[config.mk]
export PLATFORM = sky130hd
export DESIGN_NAME = gf180mcu_addh_serial_seq
export DESIGN_NICKNAME = d
export VERILOG_FILES = /design/src/rtl/gf180mcu_addh_serial_seq.sv
export SDC_FILE = /design/constraint.sdc
export NUM_CORES = 1
export LEC_CHECK = 0
export BUFFER_PORTS_ARGS = -buffer_cell sky130_fd_sc_hd__buf_2
export CAP_MARGIN = 20
export CORE_MARGIN = 8
export CORE_UTILIZATION = 58
export CTS_CLUSTER_DIAMETER = 30
export DETAILED_ROUTE_END_ITERATION = 12
export HOLD_SLACK_MARGIN = 0.05
export PLACE_DENSITY = 0.85
export SYNTH_ARGS = -nofsm -noshare
export SYNTH_HDL_FRONTEND = slang
export SYNTH_SLANG_ARGS = --single-unit
export TNS_END_PERCENT = 30
[constraint.sdc]
create_clock -name CLK -period 2.65 [get_ports CLK]
set_input_delay 0.265 -clock CLK [delete_from_list [all_inputs] [get_ports CLK]]
set_output_delay 0.265 -clock CLK [all_outputs]
set_load 0.03 [all_outputs]
[src/rtl/gf180mcu_addh_serial_seq.sv]
`default_nettype none
// ============================================================================
// Module   : gf180mcu_addh_serial_seq
// Brief    : Two-requester, round-robin bit-serial adder built on one
//            half-adder pair. Optional macro GF180_ADDH_SEQ_SAT_EN enables
//            unsigned saturation of the sum.
// Revision : 1.0  initial release
// ============================================================================
module gf180mcu_addh_serial_seq #(
  parameter int WIDTH = 8,
  parameter int CW    = $clog2(WIDTH)
) (
  input  logic             CLK,
  input  logic             RST,
  input  logic             REQ0,
  input  logic [WIDTH-1:0] A0,
  input  logic [WIDTH-1:0] B0,
  input  logic             REQ1,
  input  logic [WIDTH-1:0] A1,
  input  logic [WIDTH-1:0] B1,
  output logic             BUSY,
  output logic             VALID,
  output logic             ID,
  output logic [WIDTH-1:0] S,
  output logic             CO
);

  typedef enum logic [1:0] {
    ST_IDLE  = 2'd0,
    ST_SHIFT = 2'd1,
    ST_DONE  = 2'd2
  } state_t;

  state_t           r_state;
  state_t           w_state_nxt;
  logic [WIDTH-1:0] r_a;
  logic [WIDTH-1:0] r_b;
  logic [WIDTH-1:0] r_sum;
  logic [WIDTH-1:0] r_s;
  logic [CW-1:0]    r_count;
  logic             r_carry;
  logic             r_co;
  logic             r_valid;
  logic             r_id;
  logic             r_cur_id;
  logic             r_rr_last;

  logic             w_any_req;
  logic             w_winner;
  logic             w_last_bit;
  logic             w_p;
  logic             w_g;
  logic             w_s;
  logic             w_c2;

  // Sole requester wins; on a tie the one not served last time wins.
  assign w_any_req  = REQ0 | REQ1;
  assign w_winner   = (REQ0 & REQ1) ? ~r_rr_last : REQ1;
  assign w_last_bit = (r_count == CW'(WIDTH - 1));

  // Two half adders chained into a full adder on the current LSBs.
  assign w_p  = r_a[0] ^ r_b[0];
  assign w_g  = r_a[0] & r_b[0];
  assign w_s  = w_p ^ r_carry;
  assign w_c2 = w_p & r_carry;

  always_ff @(posedge CLK) begin
    if (RST) begin
      r_state <= ST_IDLE;
    end else begin
      r_state <= w_state_nxt;
    end
  end

  always_comb begin
    w_state_nxt = r_state;
    case (r_state)
      ST_IDLE:  if (w_any_req) w_state_nxt = ST_SHIFT;
      ST_SHIFT: if (w_last_bit) w_state_nxt = ST_DONE;
      ST_DONE:  w_state_nxt = ST_IDLE;
      default:  w_state_nxt = ST_IDLE;
    endcase
  end

  always_ff @(posedge CLK) begin
    if (RST) begin
      r_a       <= '0;
      r_b       <= '0;
      r_sum     <= '0;
      r_s       <= '0;
      r_count   <= '0;
      r_carry   <= 1'b0;
      r_co      <= 1'b0;
      r_valid   <= 1'b0;
      r_id      <= 1'b0;
      r_cur_id  <= 1'b0;
      r_rr_last <= 1'b1;
    end else begin
      r_valid <= 1'b0;
      case (r_state)
        ST_IDLE: begin
          if (w_any_req) begin
            r_a       <= w_winner ? A1 : A0;
            r_b       <= w_winner ? B1 : B0;
            r_cur_id  <= w_winner;
            r_rr_last <= w_winner;
            r_carry   <= 1'b0;
            r_count   <= '0;
          end
        end
        ST_SHIFT: begin
          r_carry <= w_g | w_c2;
          r_sum   <= {w_s, r_sum[WIDTH-1:1]};
          r_a     <= {1'b0, r_a[WIDTH-1:1]};
          r_b     <= {1'b0, r_b[WIDTH-1:1]};
          r_count <= r_count + CW'(1);
        end
        ST_DONE: begin
`ifdef GF180_ADDH_SEQ_SAT_EN
          r_s <= r_carry ? {WIDTH{1'b1}} : r_sum;
`else
          r_s <= r_sum;
`endif
          r_co    <= r_carry;
          r_id    <= r_cur_id;
          r_valid <= 1'b1;
        end
        default: ;
      endcase
    end
  end

  assign BUSY  = (r_state == ST_SHIFT) || (r_state == ST_DONE);
  assign VALID = r_valid;
  assign ID    = r_id;
  assign S     = r_s;
  assign CO    = r_co;

endmodule
`default_nettype wire
== Word-level counts from Yosys, hierarchy flattened ==
Index checks and enable logic that the tools add are counted.

* Register bits after elaboration: 43
* Output and inout bits: 12
* Input port bits: 36
* Logic and storage cells: 47

* Bitwise operators: 8
* Reduce and logical (&&, ||, !) cells: 6
* Mux-type cells: 15
* Eq/ne operators: 5
* Add/sub/neg operators: 1

{| class="wikitable"
|+ Operators by type and width
! cell !! count
|-
| 8-bit 2-to-1 mux || 4
|-
| 8-bit case mux with 2 select lines || 2
|-
| 3-bit case mux with 2 select lines || 1
|-
| 2-bit AND reduction || 3
|-
| 2-bit 2-to-1 mux || 2
|-
| 2-bit inequality test, second input constant || 2
|-
| 2-bit case mux with 2 select lines || 1
|-
| 3-bit by 1-bit adder with 3-bit output, second input constant || 1
|-
| 1-bit AND || 3
|-
| 3-bit equality test, second input constant || 1
|-
| 1-bit 2-to-1 mux || 3
|-
| 3-bit 2-to-1 mux || 1
|-
| 2-bit by 1-bit equality test with 1-bit output, second input constant || 1
|-
| 2-bit equality test, second input constant || 1
|-
| 2-bit logical NOT || 1
|-
| 1-bit OR || 2
|-
| 1-bit case mux with 2 select lines || 1
|-
| 2-bit nonzero test || 1
|-
| 1-bit XOR || 2
|-
| 1-bit logical OR || 1
|-
| 1-bit NOT || 1
|}

== Logic depth before layout (Yosys ltp) ==
Gate-level depths: netlist of run 1.

* Depth in word-level cells: 5
* Gate-level depth with buffers: 7
* Depth with buffers taken out: 5

== Least setup slack after synthesis of run 1 ==
No wires, ideal clock.

* Kind: register to register
* Start: reg r_state[0]
* End: reg r_a[4]
* Library setup time: 92 ps
* Setup slack: 1152 ps
* Clock period less this slack: 1498 ps
* Stages on the path, launching flop included: 7
* Arrival: 1406 ps
* Cell sequence: dfxtp_1 inv_1 ha_1 nor3b_4 buf_6 a2111o_1 o32ai_1

* Longest elaborated chain between the ends: 3

{| class="wikitable"
|+ RTL lines
! element !! line !! RTL
|-
| from (decl) || 34 || <nowiki>state_t r_state;</nowiki>
|-
| from (signal assigned) || 71 || <nowiki>r_state <= w_state_nxt;</nowiki>
|-
| 2-bit by 1-bit equality test with 1-bit output or 2-bit logical NOT (tied branches) || 100 || <nowiki>case (r_state)</nowiki>
|-
| 2-bit nonzero test (no source line) or 2-bit inequality test (tied branches) || n/a ||
|-
| 2-bit AND reduction (no source line) || n/a ||
|-
| to (signal assigned) || 103 || <nowiki>r_a <= w_winner ? A1 : A0;</nowiki>
|-
| to (signal assigned) || 114 || <nowiki>r_a <= {1'b0, r_a[WIDTH-1:1]};</nowiki>
|-
| to (decl) || 36 || <nowiki>logic [WIDTH-1:0] r_a;</nowiki>
|}

Parallel ways exist; a longest one is shown, timed or not.
A chain may end at the register's enable or synchronous reset.

== Worst setup path in the final report of run 1 ==
* Start: reg r_state[1]
* End: reg r_a[4]

The elaborated chain is that of the path after synthesis.

==> results of run 1 <==
[layout make-up]
cell class,instances,area [µm²],share of cell area
Inverter,18,67.6,0.0278
Timing Repair Buffer,49,250,0.103
Multi-Input combinational cell,133,1110,0.456
Clock inverter,2,12.5,0.00514
Clock buffer,6,72.6,0.0298
Sequential cell,43,861,0.354
Tap cell,48,60.1,0.0247
[worst reg2reg max path, stage by stage, from the launching register on]
cell     delay, ns
dfxtp_1       0.38
inv_1         0.10
ha_1          0.28
nor2_1        0.66
nor2_2        0.18
o32ai_1       0.27
[power breakdown]
part	switching [W]	total (W)	internal (W)
logic	0.000320	0.000532	0.000212
clock network	0.000213	0.000397	0.000184
registers	0.0000453	0.000776	0.000731
[placed cells by master, fill, tap and decap left out, drive strengths merged, types with 2 or more instances in the layout]
master and n:
or3b 2, inv 18, a21oi 6, mux2i 28, o221ai 9, nor2 24
ha 6, buf 49, nand3 12, a2111o 5, clkbuf 6, o32ai 5
nand3b 2, nand2 3, a221oi 5, nor2b 3, nand2b 2, o22ai 2
dfxtp 43, and2 5, o21ai 5
[cells by family (layout without fill, tap and decap cells)]
kind of cell,count (synthesis),after routing,synth area share
AO/OA/AOI/OAI,42,42,0.185
adder cells (fa/ha/maj),7,7,0.0442
buffers and inverters,34,75,0.0838
flip-flops,43,43,0.400
multiplexers,28,28,0.130
AND/OR/NAND/NOR,56,56,0.156
[sequential cells by signal (all words and copies together) (netlist names)]
name       cells
CO             1
ID             1
S              8
VALID          1
r_a            8
r_b            8
r_carry        1
r_count        3
r_cur_id       1
r_rr_last      1
r_state        2
r_sum          8
[per-layer routing]
metal	track usage	up-vias	share of wire
met5	0	-	0
met4	0.0462	0	0.014
met3	0.0478	6	0.048
met2	0.226	30	0.47
met1	0.171	753	0.47
li1	-	830	-
[synth_stat cells, types with 2 or more instances]
| library cell | instances |
|---|---|
| buf_1 | 3 |
| nor2b_1 | 3 |
| nor2_1 | 23 |
| a21oi_1 | 6 |
| nand3_1 | 4 |
| o32ai_1 | 5 |
| mux2i_1 | 28 |
| buf_2 | 6 |
| buf_6 | 3 |
| inv_1 | 18 |
| o22ai_1 | 2 |
| nand3_2 | 8 |
| and2_1 | 5 |
| ha_1 | 6 |
| a221oi_1 | 5 |
| a2111o_1 | 5 |
| nand2b_1 | 2 |
| nand2_1 | 3 |
| o21ai_1 | 4 |
| o221ai_2 | 8 |
| buf_4 | 3 |
| dfxtp_1 | 43 |
[per-stage QoR]
stage	power (W)	cell area [µm²]	hold slack [ns]	std cells
after global placement	0.00131	2350	0.467	291
final	0.00171	2430	0.236	299
after detailed placement	0.00132	2350	0.474	291
after CTS	0.00172	2430	0.227	299
after global routing	0.00181	2430	0.234	299
after floorplan	0.00123	2150	0.435	210
[final timing paths]
| check | start | to | slack [ns] | cells after the start |
|---|---|---|---|---|
| worst max-delay path | r_state[1] | r_a[4] | 0.68 | 5 |
| worst min-delay path | B1[7] | r_b[7] | 0.24 | 3 |
| worst max register to register | r_state[1] | r_a[4] | 0.68 | 5 |
| worst min register to register | r_count[1] | r_count[1] | 0.49 | 2 |
==> out/qor.yml, run 1 <==
pwr:
  cellPowerDensity_nw_per_um2: 701
  vdd_ir_drop_max_uv: 461
  power_leakage_nw: 1.00
setup_path:
  arrival_ns: 2.17
  critPathMaxStageDelay_ns: 0.66
  worstPathMaxFanout: 11
  cp_top_family: "simple AND/OR/NAND/NOR gates"
  critPathRequiredTime_ns: 2.85
  worstSetupPathType: "reg2reg"
  start_kind: "flip-flop"
  crit_path_cell_trace: "inv_1 > ha_1 > nor2_1 > nor2_2 > o32ai_1"
  critical_path.endpoint_type: "flip-flop"
  worstPathBufferInverterCount: 1
  critical_path.slowest_cell: "nor2_1"
cells_and_area:
  nets: 293
  final_layout_size_suffix_gt1_frac: 0.315
  antennaDiodeCount: 0
  areaGrowthSynthToFinish_pct: 13.2
  final.fill_count: 314
  fin_util: 0.675
global_routing:
  antenna_found_initial: 0
  first_global_vias: 1544
  gr-usage-all-layers: 0.141
  grt-ovfl-total: 0
  grt_start_max_net_pins: 42
  grt_first_pass_wirelength_um: 6980
sta:
  rsz0062_at_grt: "false"
  finalCriticalPeriod_ns: 1.97
  fin_skew_ns: 0.00575
  slew_viol_final: 0
  finalHoldViolations: 0
  max_freq_mhz: 508
  finalWorstSetupSlack_ns: 0.680
  layout_worst_path_cycle_share: 0.744
  worst_slew_margin_rel: 0.450
  final.setup.tns_ns: 0
  timing.final.setup_violations: 0
  worst-slew-pin-transition_ns: 0.822
clock_tree:
  ctsResizeCount: 0
  cts_tree: "done"
  clock_sink_count: 43
  numCtsBuffers: 5
  root_buf_cell: "clkbuf_8"
  cts_max_path_buffers: 2
  worstSkewPairLatency_ns: 0.29
  count_of_buffers_added_by_post_cts_timing_repair_for_setup: 0
  ctsHtreeMaxLevel: 2
  hold_buffers: 0
  cts.clk_slew.worst_paths_ns: 0.08
logic_synthesis:
  synth-seq-cells: 43
  ys_async_sr_fraction: 0
  yosysSeqAreaShare: 0.400
  post_synthesis_cell_type_with_the_largest_combined_area: "dfxtp_1"
  cells_after_synth: 210
  mappedNetlistArea_um2: 2150
  ys_top_cells_by_area: "dfxtp_1 (40%), mux2i_1 (13%), o221ai_2 (5.6%), nor2_1 (4.0%), nand3_2 (3.7%)"
  synth_top_flop_cell: "dfxtp_1"
  ys.warnings.count: 0
  mappedNetlistNets: 253
  syn-mean-instance-area_um2: 10.2
  yosys.cell_types.count: 39
  synth-edff-count: 0
  post_synth_top_area_share: 0.400
floorplanning:
  floorplan.die.height_um: 76.9
  floorplan.die_area_um2: 5910
  initial_utilization: 0.596
  row_count: 22
  design.portCount: 48
  chipWidth_um: 76.9
  placeable_area_um2: 3610
drt:
  detail-route-antenna-nets: 0
  routed_wirelength_um: 4200
  route.detailed.vias_per_inst: 5.41
  drc: 0
  avgRoutedWirePerCell_um: 14.0
  detailedRoute.firstIterationViolations: 86
  detail_route.first_pass.iterations: 4
  route.vias.total: 1619
min_path:
  hold_class: "in2reg"
run:
  number_of_max_capacitance_violations_reported: 0
outcome:
  status: "finished, final reports clean"
placement:
  place_ws_ns: 0.708
  place.port_buffers: 47
  gpl.final_weighted_congestion: 0.791
  dpl.hpwl_um: 3040
Note: power is estimated with default switching activity, not from simulation.
==> run 2, diff against run 1 <==
ABC_AREA = 1   (was default)
CORE_UTILIZATION = 54   (was 58)
PLACE_DENSITY = 0.79   (was 0.85)
clock period = 1.9 ns   (was 2.65 ns; I/O delays follow)
==> run 2 against run 1 <==
Against the previous run: combinational power grew to 3.7 times the previous value; non-clock buffer count is 3 higher; sequential cell count stayed put; register-to-register slack worse by 0.49 ns; global-route usage is 2.3 points higher; die area is 14% higher; first-iteration DRC count is 91% higher; highest routed layer unchanged.
==> out/qor.yml, run 2 <==
logic_synthesis:
  ys.warnings.count: 0  # unchanged
  post-synth-top-count-cell: "nor2_1"
  synth-edff-count: 0  # unchanged
  synth-seq-cells: 43  # unchanged
  synth_top_flop_cell: "dfxtp_1"
  post_synth_most_frequent_cells: "nor2_1 (72), nand2_1 (59), dfxtp_1 (43)"
  post_synthesis_cell_type_with_the_largest_combined_area: "dfxtp_1"
  ys_top_cells_by_area: "dfxtp_1 (37%), nor2_1 (12%), nand2_1 (9.4%), nand3_1 (6.8%), inv_1 (6.5%)"
  mappedNetlistNets: 378  # +49%
  post_synth_top_area_share: 0.366  # -0.0341
  ys_async_sr_fraction: 0  # unchanged
  mappedNetlistArea_um2: 2350  # +9.3%
  yosys.cell_types.count: 27  # -31%
  cells_after_synth: 335  # +60%
  yosysSeqAreaShare: 0.366  # -0.0341
  syn-mean-instance-area_um2: 7.01  # -31%
clock_tree:
  ctsResizeCount: 0  # unchanged
  cts_tree: "done"
  cts.clk_slew.worst_paths_ns: 0.09  # about the same
  worstSkewPairLatency_ns: 0.30  # about the same
  cts_max_path_buffers: 2  # unchanged
  count_of_buffers_added_by_post_cts_timing_repair_for_setup: 0  # unchanged
  clock_sink_count: 43  # unchanged
  numCtsBuffers: 5  # unchanged
  ctsHtreeMaxLevel: 2  # unchanged
  hold_buffers: 0  # unchanged
  root_buf_cell: "clkbuf_8"
placement:
  dpl.hpwl_um: 3730  # +23%
  gpl.final_weighted_congestion: 0.793  # +0.29%
  place.port_buffers: 47  # unchanged
  dp.cells: 421  # +45%
sta:
  finalCriticalPeriod_ns: 1.71  # -0.257 ns
  finalHoldViolations: 0  # unchanged
  layout_worst_path_cycle_share: 0.902  # +0.158
  fin_skew_ns: 0.00493  # -0.000822 ns
  worst-slew-pin-transition_ns: 0.476  # -0.346 ns
  slew_viol_final: 0  # unchanged
  max_freq_mhz: 584  # +15%
  final.setup.tns_ns: 0  # unchanged
  rsz0062_at_grt: "false"
  timing.final.setup_violations: 0  # unchanged
  worst_slew_margin_rel: 0.683  # +0.233
global_routing:
  first_global_vias: 1976  # +28%
  grt_start_max_net_pins: 27  # -36%
  grt_first_pass_wirelength_um: 8650  # +24%
  gr-usage-all-layers: 0.164  # +0.0231
  grt-ovfl-total: 0  # unchanged
  antenna_found_initial: 0  # unchanged
cells_and_area:
  layout_commonest_cell: "nor2_1"
  nets: 419  # +43%
  fin_cells: 429  # +43%
  final.fill_count: 423  # +35%
  areaGrowthSynthToFinish_pct: 12.5
  final_layout_size_suffix_gt1_frac: 0.233  # -0.0813
  commonest_cells_after_routing_fill_and_taps_aside: "nor2_1 (72), nand2_1 (59), buf_2 (47)"
  antennaDiodeCount: 0  # unchanged
floorplanning:
  chipWidth_um: 82.0  # +6.6%
  floorplan.die.height_um: 82.0  # +6.6%
  row_count: 24  # +9.1%
  floorplan.die_area_um2: 6720  # +14%
  initial_utilization: 0.551  # -0.0451
  design.portCount: 48  # unchanged
  placeable_area_um2: 4260  # +18%
drt:
  routed_wirelength_um: 5280  # +26%
  detail-route-antenna-nets: 0  # unchanged
  route.vias.total: 2103  # +30%
  avgRoutedWirePerCell_um: 12.3  # -12%
  drc: 0  # unchanged
  route.detailed.vias_per_inst: 4.90  # -9.5%
  detail_route.first_pass.iterations: 4  # unchanged
  detailedRoute.firstIterationViolations: 164  # +91%
setup_path:
  r2r_start: "r_state[1]"
  critPathRequiredTime_ns: 2.14  # -0.71 ns
  worstSetupPathType: "reg2reg"
  worstPathMaxFanout: 12  # +1
  crit_path_start: "r_state[1]"
  start_kind: "flip-flop"
  critical_path.endpoint_type: "flip-flop"
  arrival_ns: 1.95  # -0.22 ns
pwr:
  cellPowerDensity_nw_per_um2: 1520  # +120%
  power_leakage_nw: 1.47  # +47%
  vdd_ir_drop_max_uv: 1110  # +140%
run:
  number_of_max_capacitance_violations_reported: 0  # unchanged
outcome:
  status: "finished, final reports clean"
min_path:
  hold_class: "in2reg"
  timing.hold.worst.start: "A0[7]"
-- run 2: layer usage --
| metal | vias to the layer above | global-route usage | wire length [µm] |
|---|---|---|---|
| met5 | - | 0 | 0 |
| met1 | 930 | 0.182 | 2270 |
| li1 | 1112 | - | - |
| met3 | 8 | 0.0372 | 298 |
| met2 | 53 | 0.294 | 2630 |
| met4 | 0 | 0.0649 | 74 |
-- run 2: power by group --
group          internal [W]  switching, W
combinational      0.000656       0.00132
clock              0.000263      0.000354
sequential          0.00123      0.000185
-- run 2: cells by family after synthesis --
kind of cell | count (synthesis) | synth area share
buffers and inverters | 66 | 0.139
AO/OA/AOI/OAI | 36 | 0.0879
AND/OR/NAND/NOR | 183 | 0.366
flip-flops | 43 | 0.366
adder cells (fa/ha/maj) | 7 | 0.0405
-- run 2: layout make-up --
cell class                      instances  area [µm²]  share of cell area
Clock inverter                          3        25.0             0.00947
Clock buffer                            5        68.8              0.0260
Multi-Input combinational cell        226        1160               0.440
Inverter                               48         188              0.0710
Sequential cell                        43         861               0.326
Tap cell                               52        65.1              0.0246
Timing Repair Buffer                   52         273               0.103
-- run 2: worst paths after layout --
kind,endpoint,slack (ns),cells past startpoint
min reg2reg,r_cur_id,0.48,2
min,r_a[7],0.24,5
max reg2reg,r_a[7],0.19,6
max,r_a[7],0.19,6
-- run 2: through the flow --
step | worst slack (ns) | area [µm²] | utilization | power [W] | hold WS [ns]
floorplan | 0.547 | 2350 | - | 0.00310 | 0.430
global placement | 0.314 | 2550 | 0.598 | 0.00336 | 0.456
detailed placement | 0.214 | 2550 | 0.598 | 0.00342 | 0.461
CTS | 0.166 | 2640 | 0.620 | 0.00404 | 0.231
global route | 0.0684 | 2640 | 0.620 | 0.00434 | 0.254
finish | 0.186 | 2640 | 0.620 | 0.00401 | 0.237
-- run 2: critical path, stage by stage, from the launching register on --
cell     delay, ns
dfxtp_1       0.33
inv_1         0.10
ha_1          0.45
nand3_4       0.22
o21ai_2       0.26
nand2_1       0.12
a21oi_1       0.16
